### src/rtl/sha256_msg_buffer.sv
// Message-word collector feeding sha256_update: fills a 16-word block store,
// issues update, serves the core's registered word reads and tracks block count and message end.
module sha256_msg_buffer #(
  parameter int DATA_W    = 32,
  parameter int NUM_WORDS = 16,
  parameter int BLK_W     = 55,
  localparam int AW       = $clog2(NUM_WORDS)
) (
  input  logic              clk,
  input  logic              reset,
  input  logic [DATA_W-1:0] s_word,
  input  logic              s_valid,
  input  logic              s_last,
  output logic              s_ready,
  input  logic [AW-1:0]     rd_addr,
  output logic [DATA_W-1:0] rd_data,
  output logic              update,
  input  logic              upd_done,
  output logic [BLK_W-1:0]  block_count,
  output logic              busy,
  output logic              msg_done
);

  typedef enum logic [1:0] {FILL, ISSUE, HASH, FINISH} state_t;

  state_t                state_q;
  logic [DATA_W-1:0]     mem_q [NUM_WORDS];
  logic [NUM_WORDS-1:0]  valid_mask_q;
  logic [AW-1:0]         wr_ptr_q;
  logic                  last_seen_q;
  logic                  update_q;
  logic                  msg_done_q;
  logic [BLK_W-1:0]      block_count_q;
  logic [DATA_W-1:0]     rd_data_q;
  logic                  accept;

  // Gated by reset so the stream stalls the instant reset asserts.
  assign s_ready     = (state_q == FILL) && !reset;
  assign busy        = (state_q != FILL);
  assign accept      = s_valid && s_ready;
  assign update      = update_q;
  assign msg_done    = msg_done_q;
  assign block_count = block_count_q;
  assign rd_data     = rd_data_q;

  always_ff @(posedge clk) begin
    if (accept) mem_q[wr_ptr_q] <= s_word;
  end

  // Unwritten slots read as zero so partial blocks arrive pre-zeroed for padding.
  always_ff @(posedge clk or posedge reset) begin
    if (reset) rd_data_q <= '0;
    else       rd_data_q <= valid_mask_q[rd_addr] ? mem_q[rd_addr] : '0;
  end

  always_ff @(posedge clk or posedge reset) begin
    if (reset) begin
      state_q       <= FILL;
      wr_ptr_q      <= '0;
      valid_mask_q  <= '0;
      last_seen_q   <= 1'b0;
      update_q      <= 1'b0;
      msg_done_q    <= 1'b0;
      block_count_q <= '0;
    end else begin
      update_q   <= 1'b0;
      msg_done_q <= 1'b0;
      case (state_q)
        FILL: begin
          if (accept) begin
            valid_mask_q[wr_ptr_q] <= 1'b1;
            wr_ptr_q               <= wr_ptr_q + 1'b1;
            if (s_last) last_seen_q <= 1'b1;
            if (wr_ptr_q == AW'(NUM_WORDS - 1) || s_last) begin
              state_q       <= ISSUE;
              update_q      <= 1'b1;
              block_count_q <= block_count_q + 1'b1;
            end
          end
        end
        ISSUE: state_q <= HASH;
        HASH: begin
          if (upd_done) begin
            if (last_seen_q) begin
              state_q    <= FINISH;
              msg_done_q <= 1'b1;
            end else begin
              state_q      <= FILL;
              wr_ptr_q     <= '0;
              valid_mask_q <= '0;
            end
          end
        end
        FINISH: begin
          state_q       <= FILL;
          last_seen_q   <= 1'b0;
          wr_ptr_q      <= '0;
          valid_mask_q  <= '0;
          block_count_q <= '0;
        end
        default: state_q <= FILL;
      endcase
    end
  end

endmodule

### config.mk
export PLATFORM = sky130hd
export DESIGN_NAME = sha256_msg_buffer
export DESIGN_NICKNAME = d
export VERILOG_FILES = /design/src/rtl/sha256_msg_buffer.sv
export SDC_FILE = /design/constraint.sdc
export NUM_CORES = 1
export LEC_CHECK = 0
export ABC_CLOCK_PERIOD_IN_PS = 11300
export CAP_MARGIN = 20
export CORE_ASPECT_RATIO = 2
export CORE_UTILIZATION = 50
export CTS_BUF_LIST = sky130_fd_sc_hd__clkbuf_16
export CTS_CLUSTER_SIZE = 16
export DETAILED_ROUTE_END_ITERATION = 10
export GPL_TIMING_DRIVEN = 0
export PLACE_DENSITY_LB_ADDON = 0.15
export SYNTH_ARGS = -nofsm -noshare
export SYNTH_HDL_FRONTEND = slang
export SYNTH_SLANG_ARGS = --single-unit
### constraint.sdc
create_clock -name clk -period 11.3 [get_ports clk]
set_clock_uncertainty 0.1 [all_clocks]
set_input_delay 2.26 -clock clk [delete_from_list [all_inputs] [get_ports clk]]
set_output_delay 2.26 -clock clk [all_outputs]
set_load 0.005 [all_outputs]
==> results.json, run 1 <==
{
  "status": "finished clean",
  "wl_mm": 58.17,
  "first_pass_iters": 7,
  "start_kind": "input port",
  "syn_to_final_growth_pct": 17.90,
  "clockRootBuffer": "clkbuf_16",
  "io_buffers": 127,
  "p_sw_share_pct": 23.52,
  "antenna_found_initial": 0,
  "setup_viol": 0,
  "core.rowCount": 114,
  "clk_pin_slew_ns": 0.07,
  "vdd_drop_max_uv": 127.2,
  "die_x_um": 158.0,
  "path_cells": "clkdlybuf4s50_1, nor2_1, clkdlybuf4s50_1",
  "seq_area_frac_synth_pct": 74.71,
  "worst_pin_slew_ns": 1.068,
  "detail-route-antenna-nets": 0,
  "drt-met1-wl_mm": 20.80,
  "numCtsBuffers": 52,
  "vias": 12600,
  "crit_slowest_cell": "clkdlybuf4s50_1",
  "cp_max_fo": 3,
  "grt_overflow_total": 0,
  "place_congestion": 0.8741,
  "insertedDiodeCount": 0,
  "rsz0062_at_grt": "no",
  "period_share_pct": 51.28,
  "switchingPower_w": 0.001155,
  "slew_viol_final": 0,
  "io_pins": 132,
  "clock_path_buffers": 3,
  "power.share.combinational_pct": 10.6,
  "wl_per_cell_um": 27.35,
  "grt_pass1_vias": 13240,
  "syn_inst": 1232,
  "drt-vias-per-instance": 5.925,
  "grt_max_degree": 74,
  "cp.arrival_ns": 3.43,
  "cpPeakStageDelay_ns": 0.52,
  "synth-seq-cells": 624,
  "crit_buf_inv": 2,
  "timing_hold_violations_final": 0,
  "power_frac_seq_pct": 54.0,
  "power_density_mw_per_mm2": 171.2,
  "met3_length_mm": 2.820,
  "path_delay_family": "buffers and inverters",
  "clkSinkCount": 624,
  "fill_cells": 3612,
  "htree_levels": 2,
  "wl_met2_mm": 32.64,
  "top_layer": "met4",
  "cp-end-kind": "output port",
  "netlist_area_mm2": 0.02433,
  "dieArea_mm2": 0.04960,
  "post-place-ws_ns": 5.457,
  "cp.required_ns": 8.94,
  "finalInstanceArea_mm2": 0.02869,
  "coreArea_mm2": 0.04821,
  "leakage_nw": 9.549,
  "crit_type": "input port to output port",
  "start_util_pct": 50.47,
  "synth_cell_type_count": 45,
  "internal-power_w": 0.003757,
  "drive_gt1_share_pct": 21.09,
  "final_nets": 1492,
  "drt-initial-drc-count": 1145,
  "cts_tree": "yes",
  "place_area_mm2": 0.02703,
  "synth_nets": 1278,
  "clkPwrFrac_pct": 35.5,
  "drv_cap": 0,
  "max-slew-margin-rel_pct": 28.27,
  "dp_hpwl_mm": 38.67,
  "clk_latency_ns": 0.60,
  "cts_setup_buffers": 0,
  "route.detailed.drc": 0,
  "track_usage_pct": 24.60,
  "grt_pass1_wl_mm": 85.63,
  "fin_crit_ns": 5.794,
  "final.setup.worst_slack_ns": 5.506,
  "post_cts_resized": 0,
  "max_freq_ghz": 0.1726,
  "hold_path_class": "flip-flop to flip-flop",
  "ys_warn_count": 0,
  "synth.avg_cell_area_um2": 19.75,
  "die_y_um": 314.0,
  "cts_hold_buffers": 0,
  "cpMostUsedCell": "clkdlybuf4s50_1"
}
-- area by class of cell --
type / instances / area, um2 / area share [%]
flip-flops and latches: 624 / 18180 / 63.37
multi-input cells: 542 / 5981 / 20.85
repair buffers: 160 / 1804 / 6.290
clock buffers: 54 / 1351 / 4.711
well taps: 638 / 798.3 / 2.783
clock inverters: 43 / 285.3 / 0.9945
plain buffers: 57 / 249.0 / 0.8680
inverters: 9 / 38.79 / 0.1352
-- synth_stat cells, drive strengths merged --
cell type  number  area, um2
edfxtp        512      15370
mux4          164       3694
dfrtp         112       2803
nor2           66      250.2
nand2          44      165.2
clkbuf         36      135.1
nor2b          35      219.0
a21oi          33      165.2
nand3          29      150.1
o21ai          26      141.4
nand4          25      156.4
buf            21      113.9
or3            18      112.6
xor2           18      157.7
and3           10      62.56
nor3           10      61.31
inv             9      33.78
nor4            9      77.57
mux2i           7      70.07
and2            6      37.54
or4             6      45.04
ha              5      62.56
o31ai           5      37.54
xnor2           5      43.79
a31oi           4      25.02
o211ai          4      30.03
nand2b          3      18.77
a21o            1      7.510
a221oi          1      8.760
a22oi           1      7.510
a41oi           1      8.760
and2b           1      7.510
and4            1      8.760
mux2            1      11.26
nand3b          1      7.510
or2             1      6.260
or4b            1      13.76
-- worst paths after layout --
path                                  from  cells past startpoint         endpoint  slack (ns)
max                                  reset                      3          s_ready        5.51
min                        valid_mask_q[4]                      2  valid_mask_q[4]        0.40
max reg2reg                     state_q[1]                      9     mem_q[2][26]        8.08
min reg2reg                valid_mask_q[4]                      2  valid_mask_q[4]        0.40
max in group asynchronous            reset                      3   block_count[4]        8.28
min in group asynchronous            reset                      2  block_count[36]        2.04
-- power groups by stage --
stage	clock, W	sequential [W]	combinational, W
5_1_grt	0.00185	0.00266	0.000564
2_1_floorplan	0	0.00269	0.000267
3_3_place_gp	0	0.00270	0.000483
6_report	0.00174	0.00265	0.000519
3_5_place_dp	0	0.00270	0.000526
4_1_cts	0.00178	0.00265	0.000528
-- layout by cell type, fill, tap and decap left out, types with 28 or more instances in the layout --
master           synthesis  layout
nand2_1                 44      44
edfxtp_1               512     512
clkbuf_1                36      36
nand3_1                 28      28
clkbuf_16                0      54
nor2_1                  65      53
mux4_2                 164     164
dfrtp_1                112     112
clkdlybuf4s50_1          0     127
a21oi_1                 33      33
nor2b_1                 35      35
-- through the flow --
| stage | std cells | util (%) | power [W] | hold slack, ns | TNS, ns |
|---|---|---|---|---|---|
| detailed placement | 2028 | 56.07 | 0.003225 | 0.3836 | 0 |
| global route | 2127 | 59.50 | 0.005077 | 0.4401 | 0 |
| finish | 2127 | 59.50 | 0.004912 | 0.3982 | 0 |
| global placement | 1997 | 54.76 | 0.003186 | 0.3697 | -224.22 |
| CTS | 2125 | 59.46 | 0.004956 | 0.4002 | 0 |
| floorplan | 1232 | - | 0.002956 | 0.3573 | 0 |
-- cell families (layout without fill, tap and decap cells) --
| family | count (synthesis) | after routing | share of synthesized area, % |
|---|---|---|---|
| buffers and inverters | 66 | 323 | 1.162 |
| and+or+nand+nor | 266 | 266 | 5.754 |
| xor gates and xnor gates | 23 | 23 | 0.8279 |
| muxes | 172 | 172 | 15.51 |
| adders and majority gates | 5 | 5 | 0.2571 |
| AOI/OAI and AO/OA | 76 | 76 | 1.774 |
| DFF | 624 | 624 | 74.71 |
-- registers in the layout, indices dropped and copies added (netlist names) --
signal / cells
state_q: 2
last_seen_q: 1
rd_data: 32
valid_mask_q: 16
block_count: 55
msg_done: 1
wr_ptr_q: 4
update: 1
mem_q: 512
-- per-layer routing --
metal | vias to the layer above | global-route usage (%)
met3 | 102 | 3.033
met5 | - | 0
met2 | 437 | 45.70
met1 | 6659 | 28.78
li1 | 5404 | -
met4 | 0 | 8.807
-- tightest hold or removal path, stage by stage (launching register included) --
cell     delay [ns]
dfrtp_1        0.35
a21oi_1        0.04
nor2_1         0.07
Note: power is estimated with default switching activity, not from simulation.
==> inputs of run 2 (changes only) <==
Settings changed: ABC_CLOCK_PERIOD_IN_PS 11300 to 5150.
Clock period 11.3 ns to 5.15 ns, I/O delays scaled along.
==> run 2 against run 1 <==
Effect of this change: sequential share of layout area fell by 0.32 points; sequential cell count did not move; via count rose by 0.25%; register-to-register slack got worse by 6.1 ns; critical endpoint is now mem_q[2][14]; largest power group unchanged; highest routed layer is now met5.
==> results.json, run 2 (synthesized netlist as in run 1, its figures left out) <==
{
  "hold_path_class": "flip-flop to flip-flop",
  "io_pins": 132,
  "drt-vias-per-instance": 5.948,
  "io_buffers": 127,
  "cpPeakStageDelay_ns": 0.80,
  "vias": 12630,
  "post_cts_resized": 0,
  "cpMostUsedCell": "buf_16",
  "final_nets": 1487,
  "drt-initial-drc-count": 1148,
  "crit_buf_inv": 6,
  "largest-register": "mem_q",
  "start_util_pct": 50.47,
  "layout_commonest_cell": "edfxtp_1",
  "crit_slowest_cell": "nor3_4",
  "dp_hpwl_mm": 38.44,
  "die_y_um": 314.0,
  "fin_util_pct": 59.80,
  "dieArea_mm2": 0.04960,
  "first_pass_iters": 5,
  "finalInstanceArea_mm2": 0.02883,
  "cts_setup_buffers": 0,
  "place_area_mm2": 0.02710,
  "timing_hold_violations_final": 0,
  "clk_latency_ns": 0.59,
  "status": "finished clean",
  "leakage_nw": 9.562,
  "crit_type": "input port to flip-flop",
  "cts_hold_buffers": 0,
  "cp.required_ns": 5.35,
  "place_congestion": 0.8459,
  "detail-route-antenna-nets": 0,
  "grt_pass1_vias": 13450,
  "clockRootBuffer": "clkbuf_16",
  "setup_viol": 0,
  "rsz0062_at_grt": "no",
  "cp_max_fo": 34,
  "path_cells": "clkdlybuf4s50_1, clkinvlp_4, buf_12, and3_1, clkbuf_1, nand2_1, nor3_4, buf_16, buf_16",
  "drive_gt1_share_pct": 20.88,
  "htree_levels": 2,
  "vdd_drop_max_uv": 287.8,
  "grt_pass1_wl_mm": 85.44,
  "die_x_um": 158.0,
  "grt_max_degree": 39,
  "max-slew-margin-rel_pct": 28.85,
  "period_share_pct": 75.36,
  "cp-end-kind": "flip-flop",
  "wl_mm": 57.74,
  "layout_common_cells": "edfxtp_1 (512), mux4_2 (164), clkdlybuf4s50_1 (127), dfrtp_1 (112), clkbuf_16 (54)",
  "route.detailed.drc": 0,
  "core.rowCount": 114,
  "clk_pin_slew_ns": 0.06,
  "largest_register_ffs": 512,
  "cts_tree": "yes",
  "coreArea_mm2": 0.04821,
  "fin_crit_ns": 3.881,
  "numCtsBuffers": 52,
  "cp.arrival_ns": 4.08,
  "wl_per_cell_um": 27.19,
  "slew_viol_final": 0,
  "antenna_found_initial": 1,
  "drv_cap": 0,
  "max_freq_ghz": 0.2577,
  "track_usage_pct": 24.46,
  "p_total_w": 0.01095,
  "worst_pin_slew_ns": 1.059,
  "clkSinkCount": 624,
  "fill_cells": 3640,
  "start_kind": "input port",
  "path_delay_family": "buffers and inverters",
  "clock_path_buffers": 3,
  "power_density_mw_per_mm2": 379.9,
  "syn_to_final_growth_pct": 18.50,
  "grt_overflow_total": 0
}
[run 2: cell count changes in the layout (fill, tap and decap cells not counted), moves of 2 or more]
cell        delta
buf_6         -12
clkinvlp_2     -2
inv_1          -5
buf_4          -2
nor3_2         -4
nor3_4         +4
clkinv_1       +5
buf_16         +5
clkinvlp_4     -2
buf_12         +3
bufinv_16      +3
clkinv_2       +4
[run 2: through the flow]
stage | setup TNS (ns) | setup slack, ns | instances | hold slack [ns]
2_1_floorplan | 0 | 0.3882 | 1232 | 0.3573
3_3_place_gp | -1313.49 | -2.908 | 1997 | 0.3722
5_1_grt | 0 | 1.049 | 2123 | 0.4314
3_5_place_dp | 0 | 0.6560 | 2023 | 0.3902
6_report | 0 | 1.269 | 2124 | 0.4027
4_1_cts | 0 | 1.274 | 2121 | 0.4067
[run 2: worst paths after layout]
path | start | endpoint | slack, ns | cells past startpoint
max reg2reg | wr_ptr_q[3] | mem_q[12][14] | 2.02 | 5
max in group asynchronous | reset | rd_data[19] | 3.40 | 4
min | valid_mask_q[7] | valid_mask_q[7] | 0.40 | 2
min in group asynchronous | reset | block_count[37] | 0.74 | 2
max | reset | mem_q[2][14] | 1.27 | 9
min reg2reg | valid_mask_q[7] | valid_mask_q[7] | 0.40 | 2
[run 2: power by group]
group          total [W]  switching (W)  internal [W]
combinational    0.00117       0.000652      0.000514
sequential       0.00581       0.000124       0.00569
clock            0.00397        0.00177       0.00220
total             0.0110        0.00255       0.00840
[run 2: final cells by class]
| type | instances | area, um2 | share of cell area, % |
|---|---|---|---|
| sequential | 624 | 18180 | 63.04 |
| multi-input combinational | 542 | 6006 | 20.83 |
| timing repair buffer | 155 | 1857 | 6.440 |
| clock buffer | 54 | 1351 | 4.687 |
| tap | 638 | 798.3 | 2.769 |
| clock inverter | 44 | 354.1 | 1.228 |
| buffer | 57 | 249.0 | 0.8636 |
| inverter | 9 | 37.54 | 0.1302 |
| antenna | 1 | 2.502 | 0.008679 |
[run 2: worst register-to-register path, cell delays in order (launching register included)]
cell,delay (ns)
dfrtp_1,0.32
clkbuf_1,0.35
clkbuf_1,0.65
nand2_1,0.37
nor2_4,0.74
buf_12,0.28
[run 2: metal layers]
metal  global-route usage (%)  up-vias  share of wire (%)
li1                         -     5400                  -
met1                    27.62     6687                 35
met2                    45.70      421                 56
met3                    3.419      124                4.5
met4                    9.768        2                4.0
met5                        0        -              0.029
==> inputs of run 3 (changes only) <==
Settings changed: ABC_CLOCK_PERIOD_IN_PS 5150 to 3700.
Clock period 5.15 ns to 3.7 ns, I/O delays scaled along.
==> run 3 against run 2 <==
Effect of this change: global-route usage grew 0.93 points; critical path depth unchanged; clock power grew 35%; non-clock buffer count grew 2; register-to-register slack worse by 1.5 ns; critical path type unchanged; largest power group unchanged.
==> results.json, run 3 (synthesized netlist as in run 1, its figures left out) <==
{
  "p_total_w": 0.01508,
  "clk_latency_ns": 0.60,
  "die_x_um": 158.0,
  "rsz0062_at_grt": "no",
  "rr_worst_depth": 5,
  "cts_hold_buffers": 0,
  "cpMostUsedCell": "buf_16",
  "path_delay_family": "buffers and inverters",
  "start_util_pct": 50.47,
  "cpPeakStageDelay_ns": 0.75,
  "layout_commonest_cell": "edfxtp_1",
  "antenna_found_initial": 3,
  "largest_register_ffs": 512,
  "dieArea_mm2": 0.04960,
  "whs_path_depth": 2,
  "track_usage_pct": 25.39,
  "r2r-end": "mem_q[14][23]",
  "numCtsBuffers": 53,
  "dp_cells": 2026,
  "stdcell_count": 2125,
  "detail-route-antenna-nets": 0,
  "drive_gt1_share_pct": 20.78,
  "fin_crit_ns": 3.335,
  "cp-end-kind": "flip-flop",
  "cts_tree": "yes",
  "clk_pin_slew_ns": 0.06,
  "first_pass_iters": 5,
  "clkSinkCount": 624,
  "grt_pass1_vias": 13300,
  "coreArea_mm2": 0.04821,
  "wl_mm": 60.14,
  "period_share_pct": 90.14,
  "vias": 12670,
  "status": "finished clean",
  "final_nets": 1490,
  "slew_viol_final": 0,
  "path_cells": "clkdlybuf4s50_1, clkinvlp_4, buf_12, and3_1, clkbuf_8, nand2_1, nor3_4, buf_16, buf_16",
  "cts_setup_buffers": 0,
  "start_kind": "input port",
  "max_freq_ghz": 0.2998,
  "drv_cap": 0,
  "core.rowCount": 114,
  "hold_path_class": "flip-flop to flip-flop",
  "htree_levels": 2,
  "min-delay-start": "valid_mask_q[5]",
  "place_congestion": 0.8777,
  "leakage_nw": 9.585,
  "wl_per_cell_um": 28.30,
  "grt_max_degree": 37,
  "io_pins": 132,
  "crit_buf_inv": 6,
  "r2r-start": "wr_ptr_q[3]",
  "syn_to_final_growth_pct": 18.38,
  "crit_slowest_cell": "nor3_4",
  "clock_path_buffers": 3,
  "clockRootBuffer": "clkbuf_16",
  "post_cts_resized": 0,
  "grt_overflow_total": 0,
  "dp_hpwl_mm": 39.42,
  "cp_max_fo": 36,
  "crit_type": "input port to flip-flop",
  "insertedDiodeCount": 0,
  "grt_pass1_wl_mm": 87.94,
  "route.detailed.drc": 0,
  "timing_hold_violations_final": 0,
  "reg2reg_slack_ns": 0.56,
  "max-slew-margin-rel_pct": 27.32,
  "setup_viol": 0,
  "cp.arrival_ns": 3.54,
  "hold_end": "valid_mask_q[5]",
  "die_y_um": 314.0,
  "power_density_mw_per_mm2": 523.5,
  "vdd_drop_max_uv": 371.8,
  "io_buffers": 127,
  "drt-initial-drc-count": 1078,
  "worst_pin_slew_ns": 1.082,
  "largest-register": "mem_q",
  "layout_common_cells": "edfxtp_1 (512), mux4_2 (164), clkdlybuf4s50_1 (127), dfrtp_1 (112), clkbuf_16 (54)",
  "drt-vias-per-instance": 5.961,
  "cp.required_ns": 3.91
}
## run 3: worst max-delay path by stage
stage / depth (start not counted) / start / to / slack, ns
floorplan: 5 / reset / mem_q[11][0] / -0.21
global placement: 6 / reset / mem_q[11][23] / -2.78
detailed placement: 9 / reset / mem_q[2][19] / -0.32
CTS: 9 / reset / mem_q[2][2] / 0.31
global route: 9 / reset / mem_q[2][15] / 0.21
finish: 9 / reset / mem_q[2][15] / 0.36
## run 3: layout make-up
cell class	instances	area (um2)
buffer	57	259.0
clock buffer	54	1351
clock inverter	44	274.0
fill	3665	19410
inverter	9	37.54
multi-input combinational	542	6008
sequential	624	18180
tap	638	798.3
timing repair buffer	157	1897
## run 3: layer usage
| metal | up-vias | track usage (%) | part of all wire (%) |
|---|---|---|---|
| li1 | 5414 | - | - |
| met1 | 6710 | 28.52 | 35 |
| met2 | 423 | 48.45 | 58 |
| met3 | 114 | 3.198 | 4.7 |
| met4 | 6 | 8.785 | 3.0 |
| met5 | - | 0 | 0.075 |
## run 3: report_power, final
part           total [W]  switching [W]  internal [W]  leakage [nW]
sequential       0.00810       0.000174       0.00792          6.13
clock            0.00535        0.00250       0.00285         0.864
combinational    0.00163       0.000910      0.000723          2.59
## run 3: through the flow
step           util, %  setup WS (ns)   TNS, ns  hold slack (ns)  instance area [um2]
6_report         59.74         0.3647         0           0.4043                28800
5_1_grt          59.74         0.2091         0           0.4317                28800
4_1_cts          59.71         0.3106         0           0.4050                28790
3_5_place_dp     56.34        -0.3208    -24.27           0.3899                27160
3_3_place_gp     54.98         -2.781  -1223.16           0.3718                26500
2_1_floorplan        -        -0.2099    -77.62           0.3573                24430
## run 3: worst reg2reg max path, cell delays in order, from the launching register on
cell and delay [ns]:
dfrtp_1 0.33, clkbuf_1 0.35, clkbuf_1 0.66, nand2_1 0.37, nor2_4 0.72, buf_12 0.30
